[src/rtl/sha256_msg_schedule_pkg.sv]
// Shared definitions for the SHA-256 message schedule: FSM encoding, sizes and
// the small sigma functions used to extend the message words.
package sha256_msg_schedule_pkg;

  typedef enum logic {
    ST_IDLE = 1'b0,
    ST_RUN  = 1'b1
  } state_t;

  localparam int WORD_W = 32;
  localparam int WIN_N  = 16;
  localparam int BLK_W  = WORD_W * WIN_N;

  function automatic logic [WORD_W-1:0] s0(input logic [WORD_W-1:0] x);
    return {x[6:0], x[31:7]} ^ {x[17:0], x[31:18]} ^ (x >> 3);
  endfunction

  function automatic logic [WORD_W-1:0] s1(input logic [WORD_W-1:0] x);
    return {x[16:0], x[31:17]} ^ {x[18:0], x[31:19]} ^ (x >> 10);
  endfunction

endpackage

[src/rtl/sha256_msg_schedule_k_rom.sv]
// Combinational 64-entry ROM of the SHA-256 round constants K[0..63].
module sha256_msg_schedule_k_rom (
  input  logic [5:0]  in_addr,
  output logic [31:0] out_k
);

  always_comb begin
    out_k = '0;
    case (in_addr)
      6'd0:  out_k = 32'h428a2f98; 6'd1:  out_k = 32'h71374491;
      6'd2:  out_k = 32'hb5c0fbcf; 6'd3:  out_k = 32'he9b5dba5;
      6'd4:  out_k = 32'h3956c25b; 6'd5:  out_k = 32'h59f111f1;
      6'd6:  out_k = 32'h923f82a4; 6'd7:  out_k = 32'hab1c5ed5;
      6'd8:  out_k = 32'hd807aa98; 6'd9:  out_k = 32'h12835b01;
      6'd10: out_k = 32'h243185be; 6'd11: out_k = 32'h550c7dc3;
      6'd12: out_k = 32'h72be5d74; 6'd13: out_k = 32'h80deb1fe;
      6'd14: out_k = 32'h9bdc06a7; 6'd15: out_k = 32'hc19bf174;
      6'd16: out_k = 32'he49b69c1; 6'd17: out_k = 32'hefbe4786;
      6'd18: out_k = 32'h0fc19dc6; 6'd19: out_k = 32'h240ca1cc;
      6'd20: out_k = 32'h2de92c6f; 6'd21: out_k = 32'h4a7484aa;
      6'd22: out_k = 32'h5cb0a9dc; 6'd23: out_k = 32'h76f988da;
      6'd24: out_k = 32'h983e5152; 6'd25: out_k = 32'ha831c66d;
      6'd26: out_k = 32'hb00327c8; 6'd27: out_k = 32'hbf597fc7;
      6'd28: out_k = 32'hc6e00bf3; 6'd29: out_k = 32'hd5a79147;
      6'd30: out_k = 32'h06ca6351; 6'd31: out_k = 32'h14292967;
      6'd32: out_k = 32'h27b70a85; 6'd33: out_k = 32'h2e1b2138;
      6'd34: out_k = 32'h4d2c6dfc; 6'd35: out_k = 32'h53380d13;
      6'd36: out_k = 32'h650a7354; 6'd37: out_k = 32'h766a0abb;
      6'd38: out_k = 32'h81c2c92e; 6'd39: out_k = 32'h92722c85;
      6'd40: out_k = 32'ha2bfe8a1; 6'd41: out_k = 32'ha81a664b;
      6'd42: out_k = 32'hc24b8b70; 6'd43: out_k = 32'hc76c51a3;
      6'd44: out_k = 32'hd192e819; 6'd45: out_k = 32'hd6990624;
      6'd46: out_k = 32'hf40e3585; 6'd47: out_k = 32'h106aa070;
      6'd48: out_k = 32'h19a4c116; 6'd49: out_k = 32'h1e376c08;
      6'd50: out_k = 32'h2748774c; 6'd51: out_k = 32'h34b0bcb5;
      6'd52: out_k = 32'h391c0cb3; 6'd53: out_k = 32'h4ed8aa4a;
      6'd54: out_k = 32'h5b9cca4f; 6'd55: out_k = 32'h682e6ff3;
      6'd56: out_k = 32'h748f82ee; 6'd57: out_k = 32'h78a5636f;
      6'd58: out_k = 32'h84c87814; 6'd59: out_k = 32'h8cc70208;
      6'd60: out_k = 32'h90befffa; 6'd61: out_k = 32'ha4506ceb;
      6'd62: out_k = 32'hbef9a3f7; 6'd63: out_k = 32'hc67178f2;
      default: out_k = '0;
    endcase
  end

endmodule

[src/rtl/sha256_msg_schedule.sv]
// SHA-256 message schedule: loads one 512-bit block and streams (W_t, K_t) per round
// from a 16-word sliding window.
module sha256_msg_schedule
  import sha256_msg_schedule_pkg::*;
#(
  parameter int ROUNDS  = 64,
  parameter int ROUND_W = 6
) (
  input  logic               in_clk,
  input  logic               in_rst,
  input  logic               in_blk_valid,
  input  logic [BLK_W-1:0]   in_blk,
  output logic               out_blk_ready,
  output logic               out_wk_valid,
  input  logic               in_wk_ready,
  output logic [WORD_W-1:0]  out_Wi,
  output logic [WORD_W-1:0]  out_Ki,
  output logic [ROUND_W-1:0] out_round,
  output logic               out_last,
  output logic               out_done,
  output logic               out_dbg_state
);

  // Both interfaces are valid/ready: a transfer happens on a rising edge where
  // valid && ready; the producer holds its payload stable until that edge.
  state_t              r_state;
  state_t              w_state_nxt;
  logic [WORD_W-1:0]   r_win [WIN_N];
  logic [ROUND_W-1:0]  r_t;
  logic                r_done;
  logic                w_blk_hs;
  logic                w_wk_hs;
  logic                w_last;
  logic [WORD_W-1:0]   w_new;
  logic [WORD_W-1:0]   w_k;
  logic [5:0]          w_k_addr;

  assign w_last   = (r_t == ROUND_W'(ROUNDS - 1));
  assign w_blk_hs = out_blk_ready && in_blk_valid;
  assign w_wk_hs  = out_wk_valid && in_wk_ready;
  assign w_new    = s1(r_win[14]) + r_win[9] + s0(r_win[1]) + r_win[0];
  assign w_k_addr = 6'(r_t);

  sha256_msg_schedule_k_rom u_k_rom (
    .in_addr (w_k_addr),
    .out_k   (w_k)
  );

  always_ff @(posedge in_clk or posedge in_rst) begin
    if (in_rst) r_state <= ST_IDLE;
    else        r_state <= w_state_nxt;
  end

  always_comb begin
    w_state_nxt   = r_state;
    out_blk_ready = 1'b0;
    out_wk_valid  = 1'b0;
    case (r_state)
      ST_IDLE: begin
        out_blk_ready = 1'b1;
        if (in_blk_valid) w_state_nxt = ST_RUN;
      end
      ST_RUN: begin
        out_wk_valid = 1'b1;
        if (in_wk_ready && w_last) w_state_nxt = ST_IDLE;
      end
      default: w_state_nxt = ST_IDLE;
    endcase
  end

  // Round counter stops at the last round; only a fresh load rewinds it.
  always_ff @(posedge in_clk or posedge in_rst) begin
    if (in_rst) begin
      for (int k = 0; k < WIN_N; k++) r_win[k] <= '0;
      r_t    <= '0;
      r_done <= 1'b0;
    end else begin
      r_done <= w_wk_hs && w_last;
      if (w_blk_hs) begin
        for (int k = 0; k < WIN_N; k++) r_win[k] <= in_blk[BLK_W-1-WORD_W*k -: WORD_W];
        r_t <= '0;
      end else if (w_wk_hs && !w_last) begin
        for (int k = 0; k < WIN_N-1; k++) r_win[k] <= r_win[k+1];
        r_win[WIN_N-1] <= w_new;
        r_t            <= r_t + 1'b1;
      end
    end
  end

  assign out_Wi        = out_wk_valid ? r_win[0] : '0;
  assign out_Ki        = out_wk_valid ? w_k : '0;
  assign out_round     = out_wk_valid ? r_t : '0;
  assign out_last      = out_wk_valid && w_last;
  assign out_done      = r_done;
  assign out_dbg_state = r_state;

endmodule

[config.mk]
export PLATFORM = sky130hd
export DESIGN_NAME = sha256_msg_schedule
export DESIGN_NICKNAME = d
export VERILOG_FILES = /design/src/rtl/sha256_msg_schedule_pkg.sv /design/src/rtl/sha256_msg_schedule_k_rom.sv /design/src/rtl/sha256_msg_schedule.sv
export SDC_FILE = /design/constraint.sdc
export NUM_CORES = 2
export LEC_CHECK = 0
export ABC_CLOCK_PERIOD_IN_PS = 22000
export CORE_ASPECT_RATIO = 1.1
export CORE_MARGIN = 3
export CORE_UTILIZATION = 41
export DETAILED_ROUTE_END_ITERATION = 10
export GPL_TIMING_DRIVEN = 0
export PLACE_DENSITY_LB_ADDON = 0.25
export SKIP_LAST_GASP = 1
export SYNTH_ARGS = -nofsm -noshare
export SYNTH_HDL_FRONTEND = slang
export SYNTH_SLANG_ARGS = --single-unit
[constraint.sdc]
create_clock -name in_clk -period 22 [get_ports in_clk]
set_input_delay 2.2 -clock in_clk [delete_from_list [all_inputs] [get_ports in_clk]]
set_output_delay 2.2 -clock in_clk [all_outputs]
set_load 0.02 [all_outputs]
Yosys cells after proc, flatten, opt, wreduce, memory -nomap -nowiden. Memory sizes are Yosys's and may differ from the RTL's. Cells that the tools add are included.

Add/subtract/negate cells: 4. Eq/ne operators: 1. Multiplexer cells: 12. Bitwise logic cells: 5. Reduce and logical (&&, ||, !) cells: 8.

Operators with widths (number): 512-bit two-way mux (2); 32-bit adder (3); 32-bit two-way mux (2); 32-bit bitwise XOR (2); 32-bit by 22-bit bitwise XOR with 32-bit output (1); 32-bit by 29-bit bitwise XOR with 32-bit output (1); 6-bit two-way mux (3); 6-bit by 1-bit adder with 6-bit output (second input constant) (1); 6-bit == test (second input constant) (1); 1-bit logical AND (6); 1-bit two-way mux (4); 1-bit case mux with 2 select lines (1); 2-bit nonzero test (1); 1-bit logical NOT (1); 1-bit inverter (1).

Register bits after elaboration: 520. Memory bits (read-only): 2048. Bits of input ports: 516. Word-level logic and storage cells: 50. Memories kept: 1.

Memory list: (name not given) (depth 64, width 32, read ports 1, clocked after memory_dff 0, write ports 0, line sha256_msg_schedule_k_rom.sv:9) `case (in_addr)`.

Longest topological paths before layout.
Word-level depth: 7. Gate-level depth with buffers: 15. Depth with buffers taken out: 14.

Hierarchy. A second synthesis with hierarchy kept.

Cell total of the unflattened synthesis: 3990. Area total of the unflattened synthesis: 31262.5 um^2.

By module, submodules not included: sha256_msg_schedule (instances 1, cells an instance 3462, area an instance 28090.7 um^2, seq. area each 13012.5 um^2); sha256_msg_schedule_k_rom (instances 1, cells an instance 528, area an instance 3171.8 um^2, seq. area each 0.0 um^2).

Least setup slack after synthesis. No wires, ideal clock.

Kind: reg-to-output. Start: register r_t[1]. End: output port out_Ki[29]. Arrival time: 2627 ps. Setup slack: 17173 ps. Cell stages (with the launch flop): 11. Buffers on the path: 3. Cell sequence: dfrtp_1 clkbuf_1 inv_1 ha_1 clkbuf_1 or2_2 clkbuf_1 nand2_1 mux4_2 nor2_1 a311oi_1.

Word-level cells in the longest chain between the ends: 2.

Ends and longest elaborated chain: start: declaration (line sha256_msg_schedule.sv:29) `logic [ROUND_W-1:0] r_t;`; start signal: assignment (line sha256_msg_schedule.sv:85) `r_t <= r_t + 1'b1;`; memory 64 x 32 bit; 32-bit two-way mux (line sha256_msg_schedule.sv:91) `assign out_Ki = out_wk_valid ? w_k : '0;`; end: declaration (line sha256_msg_schedule.sv:17) `output logic [WORD_W-1:0] out_Ki,`.

Every way passes these cells.

Final worst setup path.
Start: register r_t[1]. End: output port out_Ki[30].

The elaborated chain is that of the path after synthesis.

==> impl_results.md <==
- Setup Skew: 26.8 ps
- Logic gate share of total power: 64.1%
- Sequential fraction of the synthesis area: 41.6%
- PwrDens: 168 nW/um2
- Status: complete, no violations
- Nets: 5,276
- Largest net degree at the start of global routing: 120
- Async SR Flop Fraction: 100%
- CP endpoint kind: primary output
- Max-slew violations: 0
- Synth top area cells: dfrtp_1 (42%), nand2_1 (13%), a31oi_1 (10%)
- Syn. warnings: 0
- FF-to-FF Start: r_win[50]$_DFFE_PP0P_
- Root buf cell: clkbuf_16
- Hold_sp: r_win[415]$_DFFE_PP0P_
- Final hold vios: 0
- R2r setup slk: 17,240 ps
- F_max: 125 MHz
- MaxCap Viol Count: 0
- GRT Resource Usage Total: 37.9%
- Post-Syn Nets: 4,625
- Fin crit period: 7990 ps
- DP Worst Slack: 14,960 ps
- Num CTS Buffers: 55
- Worst R2R Path Depth: 15
- Worst Path Max Fanout: 13
- Synth Area in Compound Gates: 17.5%
- Routability-driven placement congestion ratio: 1.00
- Remaining DRCs: 0
- Die extent in x: 269 um
- CTS sink count: 520
- DR vias/cell: 5.78
- Tightest hold margin: 537 ps
- TritonRoute pass-1 iters: 8
- Sequential power share: 21.1%
- CTS max path bufs: 3
- Initial drt markers: 4,057
- Antenna violations before repair: 15
- CP Launch Type: flop
- Hold Path Stages: 2
- Final critical-path setup slack: 14,010 ps
- Worst r2r dst: r_win[17]$_DFFE_PP0P_
- Vias post-DR: 33,100
- Flops & latches, synth: 520
- Net switching power: 3.45 mW
- H-tree levels: 2
- RSZ-0062 raised after global routing: no
- Via count of the first global-routing pass: 32,700
- Least-Margin Pin Slew: 1200 ps
- Mux cell area share after synthesis: 0.725%
- Largest family of logic cells by synthesized area: simple AND/OR/NAND/NOR gates
- Cell variety after synth: 72
- Main synth FF type: dfrtp_1
- Max_slew headroom: 19.5%
- Number of setup violations in the final report: 0
- Mapped Cells: 3,998
- Post-synthesis adder-cell area fraction: 5.93%
- Post-route cell area: 40,500 um2
- Switch share: 50.7%
- CORE AREA: 75,000 um2
- Hold endpoint: r_win[447]$_DFFE_PP0P_
- IO Pins: 591
- Cts repair resizes: 0
- Gr ovfl total: 0
- CP arrival: 5790 ps
- Mapped cell area: 31,300 um2
- Post-layout util: 54.0%
- Pleak: 17.6 nW
- Tcrit/Tclk final: 36.3%
- Synth area leader: dfrtp_1
- Post-CTS setup buffer count: 0
- DP Wirelength: 124 mm
- # fillers: 7,151
- Setup TNS: 0 ps
- CTS tree: done
- Mean Syn Cell Area: 7.82 um2
- Worst skew pair latency: 630 ps
- Total power: 6.81 mW
- Number of synthesized flops with an enable pin: 0
- Simple-Gate Fraction of Synth Area: 23.0%
- Worst-path clk slew: 60 ps
- FP Rows: 105
- Dpl cell area: 38,600 um2
- Routed WL: 157 mm
- Die height: 296 um
- IO Port Bufs: 590
- Post-CTS Hold Buffers: 0
- Type of the tightest min-delay check: reg -> reg
- DR WL/cell: 27.4 um
- Area Overhead vs Synth: 29.6%
- WP data required: 19,800 ps
- Non-Filler Instances: 5,722
- Antenna-violating nets left: 0
- Post-synth top area share: 41.6%
- Placed Cells: 5,608
- Wire length of the first global-routing pass: 222 mm
- Most frequent cell after synthesis: nand2_1
- Synth cell count leaders: nand2_1 (1,087), nor2_1 (625), dfrtp_1 (520)
- Initial core utilization: 41.7%
- Share of layout cells above drive strength 1: 5.52%
- Die Area: 79,600 um2
- Clock group share of total power: 14.8%
- Internal power: 3.36 mW
- XOR/XNOR share of the synthesized area: 4.01%
- Setup CP Type: reg -> out
- Worst IR Drop VDD: 0.000154 V
placed cells by master, fill, tap and decap left out, types with 8 or more instances in the layout:
cell type and count:
nand2_1 1087, clkbuf_8 12, nor3_1 25, o21ai_0 99
mux2i_1 8, buf_4 20, a21oi_1 117, a211oi_1 26
inv_1 131, diode_2 13, a311oi_1 8, clkinv_2 8
buf_1 11, nand2b_1 9, o311ai_0 12, xor2_1 56
a21o_1 10, buf_6 24, clkbuf_16 55, clkdlybuf4s50_1 590
xnor2_1 87, and3_1 13, dfrtp_1 520, clkbuf_1 219
nor2b_1 12, o211ai_1 15, fa_1 62, nand3_1 18
nor2_1 625, ha_1 49, and2_1 11, o21a_1 14
a31oi_1 498, nand4_1 15, o22ai_1 22, buf_2 98
cell families (layout without fill, tap and decap cells):
logic type / Yosys count / count (layout)
xor gates and xnor gates: 143 / 143
DFF: 520 / 520
buffers and inverters: 495 / 1190
muxes: 15 / 15
adders and majority gates: 111 / 111
AOI/OAI and AO/OA: 876 / 876
and+or+nand+nor: 1838 / 1838
other: 0 / 13
power groups by stage:
stage	Sequential [mW]	Combinational (mW)	Clock, mW
6_report	1.44	4.37	1.01
5_1_grt	1.45	4.66	1.04
4_1_cts	1.43	4.26	1.01
3_5_place_dp	1.44	4.24	0
3_3_place_gp	1.44	4.25	0
2_1_floorplan	1.35	2.72	0
metal layers:
| layer | track usage (%) | part of all wire (%) |
|---|---|---|
| met1 | 47.2 | 39 |
| met2 | 61.4 | 46 |
| met3 | 7.87 | 8.5 |
| met4 | 22.6 | 6.7 |
| met5 | 0 | 0.019 |
cell type report:
type                       instances  area (um2)  share of cell area [%]
inverter                         135         514                    1.27
sequential                       520       13000                    32.1
buffer                           360        1730                    4.27
timing repair buffer             594        6020                    14.9
antenna                           13        32.5                  0.0803
clock inverter                    22         333                   0.822
multi-input combinational       2983       16000                    39.5
tap                             1016        1270                    3.14
clock buffer                      79        1590                    3.92
sequential cells by signal, summed over array words and instances, names as in the netlist:
name,flops
r_t,6
out_done,1
r_win,512
out_dbg_state,1
worst max-delay path, cell delays in order (launching register included):
cell             delay, ps
dfrtp_1                700
clkbuf_1               580
inv_1                  610
ha_1                   370
clkbuf_1               340
or2_2                  390
clkbuf_1               260
nand2_1                160
a211oi_1               130
a31oi_1                230
a21oi_1                 80
o21ai_0                570
clkdlybuf4s50_1        750
worst max path at each step:
stage / cells past startpoint / from / endpoint
2_1_floorplan: 1 / in_rst / out_dbg_state$_DFF_PP0_
3_3_place_gp: 2 / in_rst / r_win[110]$_DFFE_PP0P_
3_5_place_dp: 12 / r_t[1]$_DFFE_PP0P_ / out_Ki[30]
4_1_cts: 12 / r_t[1]$_DFFE_PP0P_ / out_Ki[30]
5_1_grt: 12 / r_t[1]$_DFFE_PP0P_ / out_Ki[30]
6_report: 12 / r_t[1]$_DFFE_PP0P_ / out_Ki[30]
No activity file was read; power rests on OpenSTA's default activity.
